<file path="config.mk">
export PLATFORM = sky130hd
export DESIGN_NAME = avl_arbiter
export DESIGN_NICKNAME = d
export VERILOG_FILES = /design/src/rtl/avl_arbiter.sv
export SDC_FILE = /design/constraint.sdc
export NUM_CORES = 1
export LEC_CHECK = 0
export BUFFER_PORTS_ARGS = -buffer_cell sky130_fd_sc_hd__buf_2
export CORE_AREA = 5 5 117 119
export CTS_CLUSTER_DIAMETER = 40
export DETAILED_ROUTE_END_ITERATION = 8
export DIE_AREA = 0 0 122 124
export GPL_ROUTABILITY_DRIVEN = 0
export SETUP_SLACK_MARGIN = 0.05
export SLEW_MARGIN = 40
export SYNTH_ARGS = -nofsm -noshare
export SYNTH_HDL_FRONTEND = slang
export SYNTH_SLANG_ARGS = --single-unit
</file>
<file path="constraint.sdc">
create_clock -name clk -period 1.7 [get_ports clk]
set_clock_uncertainty 0.15 [all_clocks]
set_input_delay 0.085 -clock clk [delete_from_list [all_inputs] [get_ports clk]]
set_output_delay 0.085 -clock clk [all_outputs]
set_load 0.02 [all_outputs]
</file>
<file path="src/rtl/avl_arbiter.sv">
// -----------------------------------------------------------------------------
// avl_arbiter
// Two-master round-robin arbiter in front of one shared Avalon-MM slave.
// The granted master is muxed combinationally onto the slave port, so a
// request raised in IDLE reaches the slave one cycle later.
//
// Parameters:
//   AW - address width
//   DW - data width (byteenable width is DW/8)
//
// Ports:
//   clk, reset                      clock, asynchronous active-low reset
//   m0_* / m1_*                     master ports (address, read, write,
//                                   writedata, byteenable, lock in;
//                                   readdata, waitrequest out)
//   s_*                             shared slave port (address, read, write,
//                                   writedata, byteenable out; readdata,
//                                   waitrequest in)
//
// Optional feature (macro AVL_ARB_LOCK_EN): a master that completes a
// transfer with its lock input high keeps the grant for its next transfer.
// Without the macro the lock inputs are ignored.
// -----------------------------------------------------------------------------
module avl_arbiter #(
    parameter int AW = 32,
    parameter int DW = 32
) (
    input  logic              clk,
    input  logic              reset,
    input  logic [AW-1:0]     m0_address,
    input  logic              m0_read,
    input  logic              m0_write,
    input  logic [DW-1:0]     m0_writedata,
    input  logic [DW/8-1:0]   m0_byteenable,
    input  logic              m0_lock,
    output logic [DW-1:0]     m0_readdata,
    output logic              m0_waitrequest,
    input  logic [AW-1:0]     m1_address,
    input  logic              m1_read,
    input  logic              m1_write,
    input  logic [DW-1:0]     m1_writedata,
    input  logic [DW/8-1:0]   m1_byteenable,
    input  logic              m1_lock,
    output logic [DW-1:0]     m1_readdata,
    output logic              m1_waitrequest,
    output logic [AW-1:0]     s_address,
    output logic              s_read,
    output logic              s_write,
    output logic [DW-1:0]     s_writedata,
    output logic [DW/8-1:0]   s_byteenable,
    input  logic [DW-1:0]     s_readdata,
    input  logic              s_waitrequest
);

    typedef enum logic [1:0] {
        IDLE   = 2'd0,
        GRANT0 = 2'd1,
        GRANT1 = 2'd2
    } state_t;

    state_t state_r;
    state_t next_state_s;
    logic   last_grant_r;
    logic   next_last_grant_s;
    logic   req0_s;
    logic   req1_s;
    logic   hold0_s;
    logic   hold1_s;

    assign req0_s = m0_read | m0_write;
    assign req1_s = m1_read | m1_write;

`ifdef AVL_ARB_LOCK_EN
    assign hold0_s = m0_lock;
    assign hold1_s = m1_lock;
`else
    // Lock inputs are deliberately unused in this build.
    logic lock_unused_s;
    assign lock_unused_s = m0_lock ^ m1_lock;
    assign hold0_s       = 1'b0;
    assign hold1_s       = 1'b0;
`endif

    // Read data is broadcast; only the granted master's completion cycle uses it.
    assign m0_readdata = s_readdata;
    assign m1_readdata = s_readdata;

    // State and last-grant registers.
    always_ff @(posedge clk or negedge reset) begin
        if (!reset) begin
            state_r      <= IDLE;
            last_grant_r <= 1'b1;   // makes m0 win the first tie
        end else begin
            state_r      <= next_state_s;
            last_grant_r <= next_last_grant_s;
        end
    end

    // Next-state arbitration: round-robin on ties, hand-over without bubble.
    always_comb begin
        next_state_s      = state_r;
        next_last_grant_s = last_grant_r;
        case (state_r)
            IDLE: begin
                if (req0_s && req1_s) begin
                    if (last_grant_r) begin
                        next_state_s = GRANT0;
                    end else begin
                        next_state_s = GRANT1;
                    end
                end else if (req0_s) begin
                    next_state_s = GRANT0;
                end else if (req1_s) begin
                    next_state_s = GRANT1;
                end else begin
                    next_state_s = IDLE;
                end
            end
            GRANT0: begin
                if (!req0_s) begin
                    next_state_s = IDLE;       // abandoned before completion
                end else if (s_waitrequest) begin
                    next_state_s = GRANT0;     // slave stalling: hold
                end else begin
                    next_last_grant_s = 1'b0;  // completion cycle
                    if (hold0_s) begin
                        next_state_s = GRANT0;
                    end else if (req1_s) begin
                        next_state_s = GRANT1;
                    end else begin
                        next_state_s = IDLE;
                    end
                end
            end
            GRANT1: begin
                if (!req1_s) begin
                    next_state_s = IDLE;
                end else if (s_waitrequest) begin
                    next_state_s = GRANT1;
                end else begin
                    next_last_grant_s = 1'b1;
                    if (hold1_s) begin
                        next_state_s = GRANT1;
                    end else if (req0_s) begin
                        next_state_s = GRANT0;
                    end else begin
                        next_state_s = IDLE;
                    end
                end
            end
            default: begin
                next_state_s      = IDLE;
                next_last_grant_s = 1'b1;
            end
        endcase
    end

    // Slave-side mux and master waitrequests, decoded from the current grant.
    always_comb begin
        s_address      = {AW{1'b0}};
        s_read         = 1'b0;
        s_write        = 1'b0;
        s_writedata    = {DW{1'b0}};
        s_byteenable   = {(DW/8){1'b0}};
        m0_waitrequest = 1'b1;
        m1_waitrequest = 1'b1;
        case (state_r)
            GRANT0: begin
                s_address      = m0_address;
                s_read         = m0_read;
                s_write        = m0_write;
                s_writedata    = m0_writedata;
                s_byteenable   = m0_byteenable;
                m0_waitrequest = s_waitrequest;
            end
            GRANT1: begin
                s_address      = m1_address;
                s_read         = m1_read;
                s_write        = m1_write;
                s_writedata    = m1_writedata;
                s_byteenable   = m1_byteenable;
                m1_waitrequest = s_waitrequest;
            end
            default: begin
                s_read  = 1'b0;
                s_write = 1'b0;
            end
        endcase
    end

endmodule
</file>
==> summary.txt, run 1 <==
Cells and area
  • Fin cells: 595
  • Fin util: 29.2%
  • # nets final: 605
  • Ant diodes: 0
  • Layout cells sized above 1: 77.8%
  • Design area: 0.00364 sq mm
  • Layout area overhead: 102%

Route
  • Vias: 2411
  • DRT Wirelength: 9.26 mm
  • Routed length per instance: 15.6 um
  • DRC Markers: 0
  • Initial DRC count: 53
  • Post-DRT Antenna Nets: 0
  • Via density: 4.05
  • Pre-antenna DRT Iters: 4

Synth
  • Synth cell types: 21
  • Commonest cells post-synth: a22oi_1 (70), nor2b_1 (70), buf_4 (65)
  • Synthesized area per cell: 7.13 sq um
  • Synth area leader: a22oi_1
  • Share of the synthesized area in the top cell type: 29.2%
  • Post-synthesis async set-or-reset flop share: 100%
  • Synthesized Nets: 433
  • Synth Register Bits: 3
  • Netlist Area Pre-Place: 0.00180 sq mm
  • Seq/Total Area, Yosys: 4.24%
  • Synth top area cells: a22oi_1 (29%), buf_4 (27%), nor2b_1 (24%)
  • Post-synth EDFFs: 0
  • Ys flop type: dfrtp_1
  • Syn Inst Count: 252
  • YS warnings: 0

CTS
  • CTS tree: built
  • CTS max path bufs: 2
  • Root buf cell: clkbuf_16
  • H-tree depth: 1
  • Worst-path clk slew: 0.03 ns
  • Worst skew pair latency: 0.22 ns
  • Num CTS Buffers: 3
  • Sink Count: 3

GRT
  • Vias in the first global route: 2257
  • Initial antenna violation count: 0
  • Largest net degree at the start of global routing: 43
  • GR Overflow Total: 0
  • First-pass GRT wire length: 11.3 mm
  • GRT Total Usage: 9.32%

Critical path
  • Critical Path RT: 1.46 ns
  • CP max-delay cell: dfrtp_1
  • Worst Path Buf+Inv: 4
  • CP max FO: 7
  • Crit-path leading delay family: buffers and inverters
  • Largest stage delay, worst path: 0.39 ns
  • WP data arrival: 1.64 ns
  • Crit start category: register
  • FF-to-FF setup slack: 0.06 ns
  • Crit path capture type: output port
  • Path type of the worst setup path: register to output port
  • Worst path cell trace: buf_6, ha_4, buf_12, buf_4, a22oi_2, nor2b_1, buf_2

Power
  • Final total power: 6.75 mW
  • Clock Power Share: 5.6%
  • Net Sw Power: 3.12 mW
  • Switch share: 46.2%
  • Flop pwr share: 2.0%
  • Pint: 3.63 mW
  • Peak supply drop: 0.00109 V
  • Pwr dens: 1860 mW/mm^2
  • P_leak: 1.64 nW
  • Comb pwr share: 92.4%

Status
  • Violated checks: negative setup slack
  • Status: complete, but fails checks

Floorplanning
  • Die Height: 124 um
  • Core area: 0.0125 sq mm
  • Die area: 0.0151 sq mm
  • Starting Density: 14.4%
  • Ports: 313
  • Row cnt: 41
  • Die W: 122 um

STA
  • TNS Setup: -8.96 ns
  • # setup viols final: 70
  • RSZ-0062 raised after global routing: true
  • FMAX: 534 MHz
  • Hold WS: 0.0200 ns
  • Final Hold Fails: 0
  • Final Max Tran Viols: 0
  • Final worst path period need: 1.87 ns
  • Least-Margin Pin Slew: 0.314 ns
  • Slew HR: 79.0%
  • Setup ws final: -0.174 ns
  • Period utilisation layout: 110%

Placement
  • Pre-CTS WS: 0.0336 ns
  • Post-DP Area: 0.00277 sq mm
  • Inst Count DP: 576
  • IO buf count: 214
  • HPWL after DPL: 6.63 mm

Min path
  • Worst Hold Class: primary input to output port

Run
  • Max-capacitance violation count: 0
[routing by layer]
metal | track usage [%] | up-vias | wire, um
li1 | - | 1173 | -
met1 | 11.4 | 1110 | 3400
met4 | 1.89 | 0 | 116
met2 | 17.0 | 113 | 5050
met5 | 0 | - | 0
met3 | 1.82 | 15 | 690
[worst reg2reg max path: stages (launching register included)]
cell and delay [ns]:
dfrtp_1 0.39, inv_2 0.11, ha_4 0.20, buf_12 0.16, nand2b_1 0.07, or2_1 0.22
a311oi_2 0.24
[final timing paths]
| path | end | depth (start not counted) | start |
|---|---|---|---|
| worst max-delay path | s_writedata[9] | 7 | state_r[1]$_DFF_PN0_ |
| worst min-delay path | m0_readdata[29] | 0 | s_readdata[29] |
| worst max register to register | state_r[0]$_DFF_PN0_ | 6 | state_r[0]$_DFF_PN0_ |
| worst min register to register | last_grant_r$_DFFE_PN1P_ | 1 | last_grant_r$_DFFE_PN1P_ |
| max in group asynchronous | last_grant_r$_DFFE_PN1P_ | 2 | reset |
| min in group asynchronous | state_r[1]$_DFF_PN0_ | 2 | reset |
[what timing repair did]
item	CTS	global route
buffers inserted	1	7
pin swaps	2	14
endpoints found under the setup margin	71	72
endpoints found under the hold margin	3	0
cloned	1	5
gates resized for setup	28	107
hold buffers	1	0
[registers in the layout (all words and copies together), names as in the netlist]
| name | count |
|---|---|
| last_grant_r | 1 |
| state_r | 2 |
[logic make-up after synthesis]
group                    synth area share [%]
AO/OA/AOI/OAI                            32.6
AND/OR/NAND/NOR                          26.9
flip-flops                               4.25
adder cells (fa/ha/maj)                  2.78
buffers and inverters                    33.5
[cells in the final DEF (no fill, tap or decap), types with 2 or more instances in the layout]
cell type,count
buf_4,54
buf_2,169
buf_6,13
buf_8,2
dfrtp_1,2
buf_12,10
a22oi_1,7
ha_4,3
a22oi_2,63
o21ai_0,3
inv_2,2
nor2b_1,70
clkbuf_16,7
nand2_1,2
nor2_1,3
[power by group through the flow]
stage	clock, mW	combinational (mW)	sequential, mW
3_5_place_dp	0	4.61	0.133
6_report	0.376	6.24	0.134
2_1_floorplan	0	3.07	0.127
5_1_grt	0.388	6.67	0.137
4_1_cts	0.384	5.00	0.129
3_3_place_gp	0	4.63	0.132
[area by class of cell]
type                       instances  area (sq um)
multi-input combinational        160          1490
fill                            1347          8830
timing repair buffer             254          1770
inverter                           2          7.51
sequential                         3          76.3
tap                              172           215
clock buffer                       4          78.8
(Power assumes the default switching activity.)
==> run 2: changes to the inputs <==
Settings changed: PLACE_DENSITY set to 0.61.
==> run 2 against run 1 <==
Compared with the run above:
- the flow still finishes with violations (negative setup slack)
- sequential power down 4%
- non-clock buffer count is 25 lower
- cell area fell by 11%
- fmax is 1.8% higher
==> summary.txt, run 2 (synthesis gave the netlist of run 1 again) <==
Floorplanning
  • Ports: 313 (unchanged)
  • Row cnt: 41 (unchanged)
  • Die W: 122 um (unchanged)
  • Core area: 0.0125 sq mm (unchanged)
  • Starting Density: 14.4% (unchanged)
  • Die Height: 124 um (unchanged)
  • Die area: 0.0151 sq mm (unchanged)

GRT
  • Initial antenna violation count: 0 (unchanged)
  • GR Overflow Total: 0 (unchanged)
  • First-pass GRT wire length: 11.6 mm (+2.1%)
  • GRT Total Usage: 9.52% (+0.20 points)
  • Vias in the first global route: 2153 (-4.6%)
  • Largest net degree at the start of global routing: 39 (-9.3%)

Power
  • P_leak: 1.47 nW (-10%)
  • Pint: 3.18 mW (-12%)
  • Net Sw Power: 3.10 mW (-0.78%)
  • Peak supply drop: 0.00140 V (+29%)
  • Switch share: 49.4% (+3.1 points)
  • Pwr dens: 1950 mW/mm^2 (+4.8%)
  • Flop pwr share: 2.1% (about the same)
  • Clock Power Share: 6.1% (+0.5 points)
  • Comb pwr share: 91.9% (-0.5 points)

Placement
  • Inst Count DP: 557 (-3.3%)
  • Pre-CTS WS: 0.0346 ns (+0.00104 ns)
  • Post-DP Area: 0.00260 sq mm (-6.1%)
  • HPWL after DPL: 5.85 mm (-12%)
  • IO buf count: 214 (unchanged)

STA
  • RSZ-0062 raised after global routing: true
  • Final Hold Fails: 0 (unchanged)
  • Slew HR: 81.6% (+2.6 points)
  • Period utilisation layout: 108% (-2.0 points)
  • Setup ws final: -0.140 ns (+0.0340 ns)
  • Least-Margin Pin Slew: 0.274 ns (-0.0392 ns)
  • Final worst path period need: 1.84 ns (-0.0340 ns)
  • # setup viols final: 71 (+1.4%)
  • FMAX: 544 MHz (+1.8%)
  • Final Max Tran Viols: 0 (unchanged)

Min path
  • Worst Hold Depth: 0 (unchanged)
  • Min-delay src: s_readdata[12]
  • Worst Hold End: m0_readdata[12]
  • Worst Hold Class: primary input to output port

CTS
  • Sink Count: 3 (unchanged)
  • Worst skew pair latency: 0.22 ns (about the same)
  • Num CTS Buffers: 3 (unchanged)
  • Root buf cell: clkbuf_16
  • CTS max path bufs: 2 (unchanged)
  • Worst-path clk slew: 0.03 ns (about the same)
  • H-tree depth: 1 (unchanged)
  • CTS tree: built

Cells and area
  • Fin cells: 570 (-4.2%)
  • Max reg flops: 2 (unchanged)
  • Most flop-heavy register: state_r
  • Commonest non-fill, non-tap cell in the layout: buf_2
  • # nets final: 580 (-4.1%)
  • Commonest non-fill, non-tap cells in the layout: buf_2 (147), buf_4 (71), nor2b_1 (62), a22oi_1 (40), a22oi_2 (30)
  • Design area: 0.00323 sq mm (-11%)
  • Layout area overhead: 79.5%
  • Ant diodes: 0 (unchanged)
  • Layout cells sized above 1: 69.6% (-8.2 points)
  • Largest registers: state_r (2), last_grant_r (1)

Route
  • DRC Markers: 0 (unchanged)
  • Vias: 2352 (-2.4%)
  • Initial DRC count: 75 (+42%)
  • Pre-antenna DRT Iters: 7 (+3)
  • Routed length per instance: 16.2 um (+4.4%)
  • DRT Wirelength: 9.26 mm (about the same)
  • Post-DRT Antenna Nets: 0 (unchanged)
  • Via density: 4.13 (+1.8%)

Critical path
  • CP max FO: 19 (+12)
  • R2R depth: 5 (-1)
  • Crit start category: register
  • WP data arrival: 1.60 ns (-0.04 ns)
  • Path type of the worst setup path: register to output port
  • Critical Path RT: 1.46 ns (about the same)
  • Worst r2r src: state_r[1]$_DFF_PN0_
  • R2r endpoint: last_grant_r$_DFFE_PN1P_
  • FF-to-FF setup slack: -0.05 ns (-0.11 ns)
  • Crit path capture type: output port

Status
  • Violated checks: negative setup slack
  • Status: complete, but fails checks

Run
  • Max-capacitance violation count: 0 (unchanged)
-- run 2: layer usage --
layer | global-route usage, % | wire length (um)
met1 | 11.9 | 3670
met2 | 17.9 | 5050
met5 | 0 | 0
met4 | 1.61 | 59
met3 | 0.954 | 485
-- run 2: worst max-delay path by stage --
stage,from,to,depth (start not counted)
floorplan,state_r[0]$_DFF_PN0_,s_address[0],6
global placement,state_r[0]$_DFF_PN0_,s_address[7],6
detailed placement,state_r[0]$_DFF_PN0_,s_address[19],6
CTS,state_r[1]$_DFF_PN0_,s_address[7],6
global route,state_r[1]$_DFF_PN0_,s_address[24],6
finish,state_r[1]$_DFF_PN0_,s_writedata[26],6
-- run 2: cell type report --
type	count	area [sq um]
multi-input combinational	160	1340
fill	1386	9240
inverter	2	7.51
sequential	3	76.3
clock buffer	4	78.8
tap	172	215
timing repair buffer	229	1510
-- run 2: power groups by stage --
stage	logic, mW	clock network [mW]	registers (mW)
2_1_floorplan	3.07	0	0.127
3_3_place_gp	4.18	0	0.134
3_5_place_dp	4.18	0	0.134
4_1_cts	5.25	0.387	0.127
5_1_grt	6.14	0.397	0.136
6_report	5.77	0.381	0.129
-- run 2: what timing repair did --
| action | CTS | global route |
|---|---|---|
| buffers inserted | 3 | 0 |
| hold buffers | 1 | 0 |
| pin swaps | 1 | 0 |
| endpoints found under the hold margin | 3 | 0 |
| setup endpoints to repair | 70 | 73 |
| gates cloned | 3 | 2 |
| gates resized for setup | 71 | 45 |
-- run 2: worst max-delay path, cell delays in order, from the launching register on --
cell	delay [ns]
dfrtp_1	0.38
buf_4	0.15
ha_4	0.21
clkbuf_16	0.20
a22oi_1	0.19
nor2b_1	0.07
buf_2	0.16
-- run 2: per-stage QoR --
stage	utilization (%)	power (mW)	setup TNS [ns]	hold slack (ns)
after floorplan	-	3.20	0	-0.361
after global placement	20.9	4.32	0	-0.264
after detailed placement	20.9	4.32	0	-0.264
after CTS	24.0	5.77	-6.41	0.0202
after global routing	25.9	6.67	-11.81	0.0200
final	25.9	6.28	-6.36	0.0200
